[config.mk]
export PLATFORM = sky130hd
export DESIGN_NAME = note_seq_ctrl
export DESIGN_NICKNAME = d
export VERILOG_FILES = /design/src/rtl/note_seq_pkg.sv /design/src/rtl/note_seq_ctrl_ms_tick_gen.sv /design/src/rtl/note_seq_ctrl.sv
export SDC_FILE = /design/constraint.sdc
export NUM_CORES = 1
export LEC_CHECK = 0
export CAP_MARGIN = 40
export CELL_PAD_IN_SITES_DETAIL_PLACEMENT = 1
export CELL_PAD_IN_SITES_GLOBAL_PLACEMENT = 1
export CORE_MARGIN = 5
export CORE_UTILIZATION = 52
export CTS_BUF_LIST = sky130_fd_sc_hd__clkbuf_4
export CTS_CLUSTER_SIZE = 14
export DETAILED_ROUTE_END_ITERATION = 8
export DONT_BUFFER_PORTS = 1
export PLACE_DENSITY_LB_ADDON = 0.1
export SETUP_SLACK_MARGIN = 0.15
export SYNTH_ARGS = -nofsm -noshare
export SYNTH_HDL_FRONTEND = slang
export SYNTH_SLANG_ARGS = --single-unit
[constraint.sdc]
create_clock -name iCLK_18_4 -period 4.2 [get_ports iCLK_18_4]
set_clock_uncertainty 0.15 [all_clocks]
set_input_delay 0 -clock iCLK_18_4 [delete_from_list [all_inputs] [get_ports iCLK_18_4]]
set_output_delay 0 -clock iCLK_18_4 [all_outputs]
set_load 0.02 [all_outputs]
[src/rtl/note_seq_pkg.sv]
// Shared types for the note sequencer: FSM state codes and the table entry record.
package note_seq_pkg;

   localparam int NS_RATE_W = 16;
   localparam int NS_DUR_W  = 16;

   localparam logic [2:0] S_IDLE = 3'd0;
   localparam logic [2:0] S_LOAD = 3'd1;
   localparam logic [2:0] S_PLAY = 3'd2;
   localparam logic [2:0] S_GAP  = 3'd3;
   localparam logic [2:0] S_DONE = 3'd4;

   typedef struct packed {
      logic [NS_RATE_W-1:0] rate;
      logic [NS_DUR_W-1:0]  dur;
   } note_entry_t;

endpackage

[src/rtl/note_seq_ctrl_ms_tick_gen.sv]
// Millisecond prescaler: counts 0..TICK_DIV-1 while enabled, one-cycle tick at wrap.
module ms_tick_gen #(
   parameter int TICK_DIV = 18432
) (
   input  logic clk,
   input  logic rst,
   input  logic clr,
   input  logic en,
   output logic tick
);

   localparam int CW = (TICK_DIV > 1) ? $clog2(TICK_DIV) : 1;

   logic [CW-1:0] cnt_q, cnt_d;
   logic          wrap;

   assign wrap = (cnt_q == CW'(TICK_DIV - 1));
   assign tick = en && !clr && wrap;

   always_comb begin
      cnt_d = cnt_q;
      if (clr)     cnt_d = '0;
      else if (en) cnt_d = wrap ? '0 : cnt_q + CW'(1);
   end

   always_ff @(posedge clk) begin
      if (rst) cnt_q <= '0;
      else     cnt_q <= cnt_d;
   end

endmodule

[src/rtl/note_seq_ctrl.sv]
// Melody scheduler: steps a (rate, duration) table and drives the codec rate/mute
// controls, inserting a muted gap after each note.
module note_seq_ctrl
   import note_seq_pkg::*;
#(
   parameter int   NOTE_NUM     = 16,
   parameter int   RATE_W       = NS_RATE_W,
   parameter int   DUR_W        = NS_DUR_W,
   parameter int   TICK_DIV     = 18432,
   parameter int   GAP_MS       = 10,
   parameter int   DEFAULT_RATE = 48000,
   localparam int  AW           = $clog2(NOTE_NUM)
) (
   input  logic              iCLK_18_4,
   input  logic              iRST,
   input  logic              iWr_En,
   input  logic [AW-1:0]     iWr_Addr,
   input  logic [RATE_W-1:0] iWr_Rate,
   input  logic [DUR_W-1:0]  iWr_Dur,
   input  logic [AW:0]       iLen,
   input  logic              iStart,
   input  logic              iStop,
   input  logic              iLoop,
   output logic [RATE_W-1:0] oRate,
   output logic              oMute,
   output logic              oBusy,
   output logic              oDone,
   output logic [AW-1:0]     oNote_Idx
);

   note_entry_t tbl_q [NOTE_NUM];

   logic [2:0]        state_q, state_d;
   logic [AW-1:0]     idx_q, idx_d;
   logic [AW:0]       len_q, len_d;
   logic [DUR_W-1:0]  dur_q, dur_d;
   logic [RATE_W-1:0] rate_q, rate_d;
   logic              mute_q, mute_d;
   logic              seg_end, tick, last;
   logic [AW:0]       nxt_idx;
   note_entry_t       ent;

   assign ent     = tbl_q[idx_q];
   assign nxt_idx = {1'b0, idx_q} + (AW+1)'(1);
   assign last    = (nxt_idx >= len_q);

   ms_tick_gen #(.TICK_DIV(TICK_DIV)) u_tick (
      .clk  (iCLK_18_4),
      .rst  (iRST),
      .clr  (state_q == S_LOAD),
      .en   ((state_q == S_PLAY) || (state_q == S_GAP)),
      .tick (tick)
   );

   always_comb begin
      state_d = state_q;
      idx_d   = idx_q;
      len_d   = len_q;
      dur_d   = dur_q;
      rate_d  = rate_q;
      mute_d  = mute_q;
      seg_end = 1'b0;
      case (state_q)
         S_IDLE: if (iStart && !iStop) begin
            if (iLen == '0) state_d = S_DONE;
            else begin
               len_d   = iLen;
               idx_d   = '0;
               state_d = S_LOAD;
            end
         end
         S_LOAD: begin
            if (ent.dur == '0) state_d = S_DONE;
            else begin
               dur_d   = DUR_W'(ent.dur);
               state_d = S_PLAY;
               // A rest keeps the codec at its last rate; the codec is never given rate 0.
               if (ent.rate != '0) begin
                  rate_d = RATE_W'(ent.rate);
                  mute_d = 1'b0;
               end else mute_d = 1'b1;
            end
         end
         S_PLAY: if (tick) begin
            if (dur_q == DUR_W'(1)) begin
               mute_d = 1'b1;
               if (GAP_MS != 0) begin
                  state_d = S_GAP;
                  dur_d   = DUR_W'(GAP_MS);
               end else seg_end = 1'b1;
            end else dur_d = dur_q - DUR_W'(1);
         end
         S_GAP: if (tick) begin
            if (dur_q == DUR_W'(1)) seg_end = 1'b1;
            else                    dur_d   = dur_q - DUR_W'(1);
         end
         S_DONE: begin
            state_d = S_IDLE;
            mute_d  = 1'b1;
         end
         default: state_d = S_IDLE;
      endcase

      if (seg_end) begin
         if (!last) begin
            idx_d   = nxt_idx[AW-1:0];
            state_d = S_LOAD;
         end else if (iLoop) begin
            idx_d   = '0;
            state_d = S_LOAD;
         end else state_d = S_DONE;
      end

      // Abort wins over everything else and skips the done pulse.
      if (iStop && (state_q != S_IDLE)) begin
         state_d = S_IDLE;
         mute_d  = 1'b1;
         idx_d   = idx_q;
         rate_d  = rate_q;
      end
   end

   always_ff @(posedge iCLK_18_4) begin
      if (iRST) begin
         state_q <= S_IDLE;
         idx_q   <= '0;
         len_q   <= '0;
         dur_q   <= '0;
         rate_q  <= RATE_W'(DEFAULT_RATE);
         mute_q  <= 1'b1;
      end else begin
         state_q <= state_d;
         idx_q   <= idx_d;
         len_q   <= len_d;
         dur_q   <= dur_d;
         rate_q  <= rate_d;
         mute_q  <= mute_d;
      end
   end

   always_ff @(posedge iCLK_18_4) begin
      if (iWr_En && (state_q == S_IDLE))
         tbl_q[iWr_Addr] <= '{rate: NS_RATE_W'(iWr_Rate), dur: NS_DUR_W'(iWr_Dur)};
   end

   assign oRate     = rate_q;
   assign oMute     = mute_q;
   assign oBusy     = (state_q != S_IDLE);
   assign oDone     = (state_q == S_DONE);
   assign oNote_Idx = idx_q;

endmodule

==> results.md, run 1 <==
* DR WL/cell at 26.25 um
* Net Count, Synth at roughly 1200
* Outcome: finished clean
* Worst-skew pair later-pin latency at a little under 1 ns
* Die X at 217.7 um
* Congestion Overflow GR at 0
* Register bit total from synthesis at 576
* Vias post-DR at approximately 13000
* Placer Congestion at roughly 0.82
* Largest family of logic cells by synthesized area: multiplexers
* Setup crit start kind: flip-flop
* Most frequent CP cell: or4_1
* Final wirelength at 55950 um
* Sequential share of power at 54.0%
* Row count at 76
* Initial Util at 52.30%
* Slowest stage delay, CP at roughly 0.56 ns
* Multi-input logic area at around 5600 um2
* Die ar. at 47390 um2
* RSZ-0062 raised after global routing: false
* Drt first pass iters at 5
* Hold_ws at 0.1802 ns
* CP max FO at 37
* Gate power share at about 3.5%
* Final worst setup slack at between 0.3 and 0.4 ns
* Final worst path period need at between 3 and 4 ns
* Fill count at between 3000 and 4000
* CTS buffer count at 150
* Clock Sinks at 576
* Vias in the first global route at 13380
* Clock share of power at roughly 43%
* H-tree Lvls at 4
* Internal power at between 9 and 10 mW
* Least-Margin Pin Slew at ~0.87 ns
* Crit-path slowest cell: or4_1
* Adder-Cell Fraction of Synth Area at less than 1%
* Setup repair bufs after CTS at 0
* First-pass GRT wire length at 84030 um
* Register area share after synthesis at between 70% and 80%
* Switching share of power at approximately 22%
* Final hold vios at 0
* Yosys cell types at between 50 and 60
* Overall routing resource usage at approximately 24%
* Final core occ at around three fifths
* Register area at roughly 17000 um2
* Power density over the cells at about 440 nW/um2
* Leak Pwr at 8.682 nW
* DR iter-0 viols at about 1100
* Setup tns final at 0 ns
* I/O Buffers at 0
* Final setup vio count at 0
* Peak supply drop at 0.0003053 V
* Clk slew on worst S/H paths at 0.06 ns
* Drc violations at 0
* Worst min-delay path class: primary input to flip-flop
* Core ar. at 42890 um2
* Critical Path AT at 4.51 ns
* Switching power at 2.541 mW
* Post-synthesis simple-gate area fraction at about 5.0%
* R2R setup slack at ~0.34 ns
* Post-synth ARST share at 0%
* Ports at 70
* Proportion of layout cells with a drive suffix above 1 at 29.19%
* Post_cts resized at 0
* Dominant synthesized flop cell: edfxtp_1
* Final nets at ~1500
* Critical path type: flip-flop to flip-flop
* Clk root buf: clkbuf_4
* Compound-gate portion of the synthesized area at 4.407%
* Dpl ws at about 0.34 ns
* Period utilization at about 90%
* Relative slew slack at 42.08%
* Number of enable flip-flop cells after synthesis at 512
* Mapped cell area at roughly 22000 um2
* Initial antenna violation count at 2
* Max cap viols at 0
* Pin count of the biggest net entering global routing at 52
* Syn Area/Cell at roughly 19 um2
* Max Fclk at around 0.26 GHz
* Area added between synthesis and finish at 18.05%
* Fin. max-slew vios at 0
* Post-Synth XOR/XNOR Area at less than 1%
* Routed Antenna Nets at 0
* Via density at approximately 6
* HPWL after detailed placement at about 30000 um
* Cell count after synthesis at roughly 1200
* Worst Path Required at 4.85 ns
* Multiplexer area fraction after synthesis at around 14%
* Vert. Die Dim at between 200 and 250 um
* CP Capture Type: flip-flop
* CP cell instances: buf_12, mux4_2, a22oi_1, nand2_1, or4_1, or4_1, and2_4, nand3_4, mux2i_1, nor2_1
* Clock Path Buffers at 3
* Ys Warns at 0
* CTS tree: yes
==> final timing paths <==
path / cells past startpoint / endpoint / from
setup / recovery: 10 / oRate[2] / flip-flop
hold / removal: 3 / tbl_q[11][24] / iWr_Addr[1]
setup reg to reg: 10 / oRate[2] / flip-flop
hold reg to reg: 2 / dur_q[5] / dur_q[5]
==> logic make-up (layout without fill, tap and decap cells) <==
logic type / after synthesis / in the layout
multiplexers: 140 / 140
AO/OA/AOI/OAI: 141 / 141
adder cells (fa/ha/maj): 9 / 9
other: 0 / 1
flip-flops: 576 / 576
AND/OR/NAND/NOR: 231 / 232
buffers and inverters: 68 / 427
XOR/XNOR: 20 / 20
==> metal layers <==
| metal | part of all wire, % | track usage [%] | vias to the layer above |
|---|---|---|---|
| li1 | - | - | 5449 |
| met1 | 42 | 32.70 | 6603 |
| met2 | 50 | 39.02 | 424 |
| met3 | 6.4 | 6.261 | 85 |
| met4 | 1.9 | 8.195 | 0 |
| met5 | 0 | 0 | - |
==> sequential cells by signal, summed over array words and instances, names as in the netlist, named ones only <==
name / flops
oNote_Idx: 4
len_q: 5
oRate: 16
tbl_q: 512
state_q: 3
oMute: 1
dur_q: 16
u_tick.cnt_q: 15
==> critical path, delay by kind of cell, from the launching register on <==
kind	cells	cell delay, ns
AOI/OAI and AO/OA	1	0.20
buffers and inverters	1	0.32
DFF	1	0.42
muxes	2	0.81
and+or+nand+nor	6	1.82
==> layout make-up <==
cell class | count | area share, %
well taps | 585 | 2.765
clock inverters | 34 | 0.9640
repair buffers | 151 | 5.609
diodes | 1 | 0.009451
multi-input cells | 542 | 20.99
flip-flops and latches | 576 | 62.94
inverters | 10 | 0.1418
clock buffers | 232 | 6.578
==> cell usage after synthesis, types with 9 or more instances <==
cell	number	share of area, %
xor2_1	13	0.51
buf_2	11	0.25
nand3_1	9	0.20
nor3_1	29	0.65
a22o_1	16	0.62
nor2_1	74	1.2
clkbuf_1	27	0.45
dfxtp_1	64	5.7
nor4_1	11	0.31
mux4_2	121	12
edfxtp_1	512	69
a21oi_1	31	0.69
o21ai_1	13	0.29
ha_1	9	0.50
a22oi_1	48	1.6
mux2i_1	12	0.54
nand2_1	57	0.95
inv_1	10	0.17
==> cell usage in the layout (no fill, tap or decap), types with 31 or more instances in the layout <==
master	instances
a22oi_1	48
edfxtp_1	512
buf_4	41
clkbuf_4	232
dlygate4sd3_1	100
dfxtp_1	61
mux4_2	121
a21oi_1	31
nand2_1	57
nor2_1	61
==> power by group through the flow <==
stage	registers [mW]	logic [mW]	clock network, mW
after floorplan	6.46	0.176	0
after global placement	6.47	0.241	0
after detailed placement	6.47	0.247	0
after CTS	6.35	0.405	5.16
after global routing	6.35	0.441	5.52
final	6.35	0.410	5.00
==> stage by stage <==
| stage | instance area (um2) | power, mW | std cells |
|---|---|---|---|
| floorplan | 22430 | 6.638 | 1185 |
| global placement | 23370 | 6.708 | 1756 |
| detailed placement | 23420 | 6.718 | 1761 |
| CTS | 26460 | 11.91 | 2129 |
| global route | 26480 | 12.31 | 2131 |
| finish | 26480 | 11.75 | 2131 |
==> repair_timing <==
action                                  CTS  global route
hold buffers                            102             0
setup endpoints to repair                 0             2
endpoints found under the hold margin  1088             0
Note: power is estimated with default switching activity, not from simulation.
==> inputs of run 2 (changes only) <==
- HOLD_SLACK_MARGIN: unset -> 0.12
- PLACE_DENSITY: unset -> 0.85
- PLACE_DENSITY_LB_ADDON: 0.1 -> unset
- TNS_END_PERCENT: unset -> 30
==> results.md, run 2 (same netlist as run 1, synthesis figures left out) <==
* Congestion Overflow GR at 0
* Period utilization at 103.1%
* Die ar. at 47390 um2
* Clock Sinks at around 580
* Final setup vio count at 1
* Clock Path Buffers at 3
* Die X at around 220 um
* Outcome: complete, but fails checks
* Biggest register: tbl_q
* Drc violations at 0
* I/O Buffers at 0
* Vias in the first global route at approximately 15000
* HPWL after detailed placement at about 32000 um
* Final nets at around 1500
* Peak supply drop at roughly 0.00016 V
* Final core occ at a little over three fifths
* Relative slew slack at between 30% and 40%
* CTS buffer count at ~140
* CP max FO at 18
* DR WL/cell at ~36 um
* Final worst path period need at roughly 4.3 ns
* Fin. max-slew vios at 0
* Overall routing resource usage at 31.43%
* DR iter-0 viols at between 2000 and 3000
* Critical Path AT at between 4 and 5 ns
* Final hold vios at 0
* Worst Path Required at 4.79 ns
* Clk slew on worst S/H paths at about 0.080 ns
* Pin count of the biggest net entering global routing at 53
* H-tree Lvls at 4
* Placer Congestion at between 0.8 and 0.9
* Initial Util at between 50% and 60%
* Clk root buf: clkbuf_4
* Least-Margin Pin Slew at between 1 and 1.5 ns
* Crit-path slowest cell: mux4_1
* Via density at slightly below 7
* Area added between synthesis and finish at 19.57%
* Final wirelength at 76720 um
* Proportion of layout cells with a drive suffix above 1 at approximately 30%
* Drt first pass iters at 9
* Setup crit start kind: flip-flop
* Initial antenna violation count at 3
* Ports at 70
* Max Fclk at between 0.2 and 0.25 GHz
* Hold_ws at roughly 0.16 ns
* Worst-skew pair later-pin latency at approximately 0.90 ns
* Max reg flops at 512
* Most common cell after layout, fill and taps aside: edfxtp_1
* Routed Antenna Nets at 0
* Final worst setup slack at -0.1306 ns
* Total power at about 12 mW
* Core ar. at about 43000 um2
* Worst min-delay path class: primary input to flip-flop
* RSZ-0062 raised after global routing: true
* Leak Pwr at between 8 and 9 nW
* Slowest stage delay, CP at approximately 0.6 ns
* Design Area, Final at around 27000 um2
* CP Capture Type: flip-flop
* Power density over the cells at between 400 and 500 nW/um2
* Failing checks: negative setup slack
* Max cap viols at 0
* CTS tree: yes
* Vert. Die Dim at 217.7 um
* Vias post-DR at around 15000
* R2R setup slack at -0.13 ns
* Row count at 76
* First-pass GRT wire length at 107200 um
* Placed Area at about 23000 um2
* CP cell instances: buf_12, mux4_1, a22oi_1, nand2_1, or4_1, or4_4, and2_4, nor2_8, a21oi_1, o32ai_2
* Most frequent cells in the layout: 512 x edfxtp_1, 225 x clkbuf_4, 121 x mux4_2, 107 x dlygate4sd3_1, 62 x dfxtp_1
* Critical path type: flip-flop to flip-flop
[run 2: power by group]
group	leakage [nW]	total, mW	switching, mW	internal, mW
registers	5.14	6.36	0.0542	6.31
clock network	1.20	5.63	2.70	2.93
logic	2.51	0.486	0.326	0.160
[run 2: metrics by stage]
step / TNS, ns / instances / setup slack, ns
floorplan: 0 / 1185 / 0.1565
global placement: 0 / 1752 / 0.3576
detailed placement: 0 / 1757 / 0.1723
CTS: 0 / 2122 / 0.1182
global route: -0.1086 / 2150 / -0.1086
finish: -0.1306 / 2151 / -0.1306
[run 2: area by class of cell]
cell class	count	area, um2
multi-input cells	545	5640
well taps	585	732.0
repair buffers	171	1697
fillers	3719	16070
clock inverters	34	346.6
flip-flops and latches	576	16660
inverters	10	37.54
clock buffers	225	1689
diodes	5	12.51
[run 2: metal layers]
| metal | wire, um | GRT usage, % | up-vias |
|---|---|---|---|
| met4 | 4956 | 16.26 | 2 |
| li1 | - | - | 5461 |
| met1 | 26460 | 39.90 | 7404 |
| met2 | 35470 | 49.53 | 1478 |
| met5 | 20 | 0 | - |
| met3 | 9814 | 9.454 | 375 |
[run 2: path summary, 6_finish.rpt]
path / startpoint / cells after the start / end
min reg2reg: u_tick.cnt_q[14] / 2 / u_tick.cnt_q[14]
min: iRST / 3 / len_q[0]
max reg2reg: flip-flop / 10 / dur_q[7]
max: flip-flop / 10 / dur_q[7]
[run 2: worst max-delay path, delay by kind of cell, from the launching register on]
kind / cells / cell delay (ns)
AO/OA/AOI/OAI: 3 / 0.80
buffers and inverters: 1 / 0.22
flip-flops: 1 / 0.46
multiplexers: 1 / 0.60
AND/OR/NAND/NOR: 5 / 1.89
[run 2: timing repair]
| action | CTS | global route |
|---|---|---|
| hold buffers | 105 | 4 |
| endpoints found under the hold margin | 1088 | 40 |
| setup endpoints to repair | 13 | 41 |
| pin swaps | 1 | 4 |
| cloned | 1 | 4 |
| gates resized for setup | 3 | 16 |
| buffers inserted | 0 | 15 |
==> inputs of run 3 (changes only) <==
--- a/config.mk
+++ b/config.mk
@@ -11,3 +11,3 @@
 export CORE_MARGIN = 5
-export CORE_UTILIZATION = 52
+export CORE_UTILIZATION = 60
 export CTS_BUF_LIST = sky130_fd_sc_hd__clkbuf_4
@@ -17,3 +17,3 @@
 export HOLD_SLACK_MARGIN = 0.12
-export PLACE_DENSITY = 0.85
+export PLACE_DENSITY = 0.92
 export SETUP_SLACK_MARGIN = 0.15
==> constraint.sdc (replaced) <==
create_clock -name iCLK_18_4 -period 5.15 [get_ports iCLK_18_4]
set_clock_uncertainty 0.15 [all_clocks]
set_input_delay 0.515 -clock iCLK_18_4 [delete_from_list [all_inputs] [get_ports iCLK_18_4]]
set_output_delay 0.515 -clock iCLK_18_4 [all_outputs]
set_load 0.02 [all_outputs]
==> results.md, run 3 (same netlist as run 1, synthesis figures left out) <==
* Placer Congestion at around 0.83
* DR WL/cell at ~40 um
* Final wirelength at roughly 80000 um
* CTS buffer count at approximately 140
* Max cap viols at 0
* Final nets at between 1000 and 1500
* Proportion of layout cells with a drive suffix above 1 at 28.66%
* Period utilization at 96.78%
* Final core occ at between 70 and 80%
* Hold_ws at about 0.16 ns
* CP Capture Type: flip-flop
* Leak Pwr at between 8 and 9 nW
* Fin. max-slew vios at 0
* Clock Path Buffers at 3
* Outcome: finished clean
* Clock Sinks at between 500 and 600
* Power density over the cells at approximately 370 nW/um2
* Design Area, Final at about 26000 um2
* Area added between synthesis and finish at 15.29%
* H-tree Lvls at 4
* Critical Path AT at ~5.7 ns
* Die X at between 200 and 250 um
* Final hold vios at 0
* HPWL after detailed placement at 36340 um
* Pin count of the biggest net entering global routing at 53
* Most frequent cells in the layout: 512 x edfxtp_1, 201 x clkbuf_4, 121 x mux4_2, 62 x dfxtp_1, 61 x nor2_1
* Final setup vio count at 0
* Drt first pass iters at 7
* Vert. Die Dim at 203.3 um
* Max Fclk at about 0.2 GHz
* Vias post-DR at ~15000
* Finished Layout Cells at a little under 2000
* Placed Area at between 20000 and 25000 um2
* Max reg flops at roughly 500
* Vias in the first global route at approximately 16000
* CTS tree: yes
* RSZ-0062 raised after global routing: true
* Via density at around 7.5
* Overall routing resource usage at 39.04%
* Row count at 70
* Placed cells at 1640
* Clk root buf: clkbuf_4
* Initial Util at 60.97%
* Worst Path Required at slightly below 6 ns
* First-pass GRT wire length at 114100 um
* Critical path type: flip-flop to flip-flop
* Worst-skew pair later-pin latency at around 0.95 ns
* Peak supply drop at 0.0003213 V
* Least-Margin Pin Slew at 0.9000 ns
* Initial antenna violation count at 4
* Die ar. at between 40000 and 50000 um2
* Routed Antenna Nets at 0
* DR iter-0 viols at ~2400
* CP max FO at 21
* Drc violations at 0
* Setup crit start kind: flip-flop
* Core ar. at 36790 um2
* Congestion Overflow GR at 0
* Clk slew on worst S/H paths at 0.10 ns
* Ports at 70
* Most common cell after layout, fill and taps aside: edfxtp_1
* I/O Buffers at 0
* Relative slew slack at approximately two fifths
* Setup tns final at 0 ns
* Final worst path period need at approximately 5.0 ns
* Worst min-delay path class: primary input to flip-flop
* Biggest register: tbl_q
==> run 3: cell count changes in the layout (fill, tap and decap cells not counted), sizes merged, moves of 2 or more <==
cell	change
buf	-12
diode	-2
nor2	-2
nand3	-2
bufinv	-8
clkinv	+18
dlygate4sd3	-48
inv	+7
clkbuf	-25
==> run 3: repair_timing <==
action | CTS | global route
setup endpoints to repair | 0 | 4
setup buffers | 0 | 1
gates resized for setup | 0 | 2
hold endpoints to repair | 711 | 3
hold buffers | 56 | 4
==> run 3: power breakdown <==
group          switching, mW  internal, mW
Combinational          0.261         0.104
Clock                   2.29          1.84
Sequential            0.0476          5.14
==> run 3: cell type report <==
type	count	area [um2]
fillers	3018	10930
diodes	3	7.507
clock buffers	201	1509
inverters	10	37.54
repair buffers	110	1230
well taps	468	585.6
multi-input cells	541	5552
flip-flops and latches	576	16660
clock inverters	52	274.0
==> run 3: path summary, 6_finish.rpt <==
kind                    from         endpoint  slack, ns  cells past startpoint
max                flip-flop         dur_q[8]       0.17                     12
min              iWr_Addr[3]     tbl_q[10][5]       0.16                      2
max reg2reg        flip-flop         dur_q[8]       0.17                     12
min reg2reg  u_tick.cnt_q[9]  u_tick.cnt_q[9]       0.36                      2
==> run 3: worst max-delay path: stages, from the launching register on <==
cell and delay [ns]:
dfxtp_4 0.54, buf_4 0.31, buf_4 0.32, mux4_2 0.57
a22o_1 0.27, nor2_1 0.41, nand4_1 0.34, or4_4 0.52
and2_4 0.26, nor2_8 0.37, a221oi_1 0.13, nor3_2 0.17
dlygate4sd3_1 0.60
==> run 3: through the flow <==
| stage | worst slack (ns) | total power [mW] |
|---|---|---|
| finish | 0.1657 | 9.691 |
| detailed placement | 0.7549 | 5.498 |
| CTS | 0.3249 | 9.493 |
| floorplan | 1.107 | 5.414 |
| global placement | 1.029 | 5.465 |
| global route | 0.01602 | 9.989 |
==> run 3: per-layer routing <==
| layer | vias up | GRT usage, % | share of wire, % |
|---|---|---|---|
| met1 | 7295 | 47.58 | 32 |
| met2 | 1674 | 61.07 | 47 |
| li1 | 5325 | - | - |
| met3 | 444 | 13.99 | 14 |
| met5 | - | 0 | 0.016 |
| met4 | 2 | 22.43 | 6.8 |
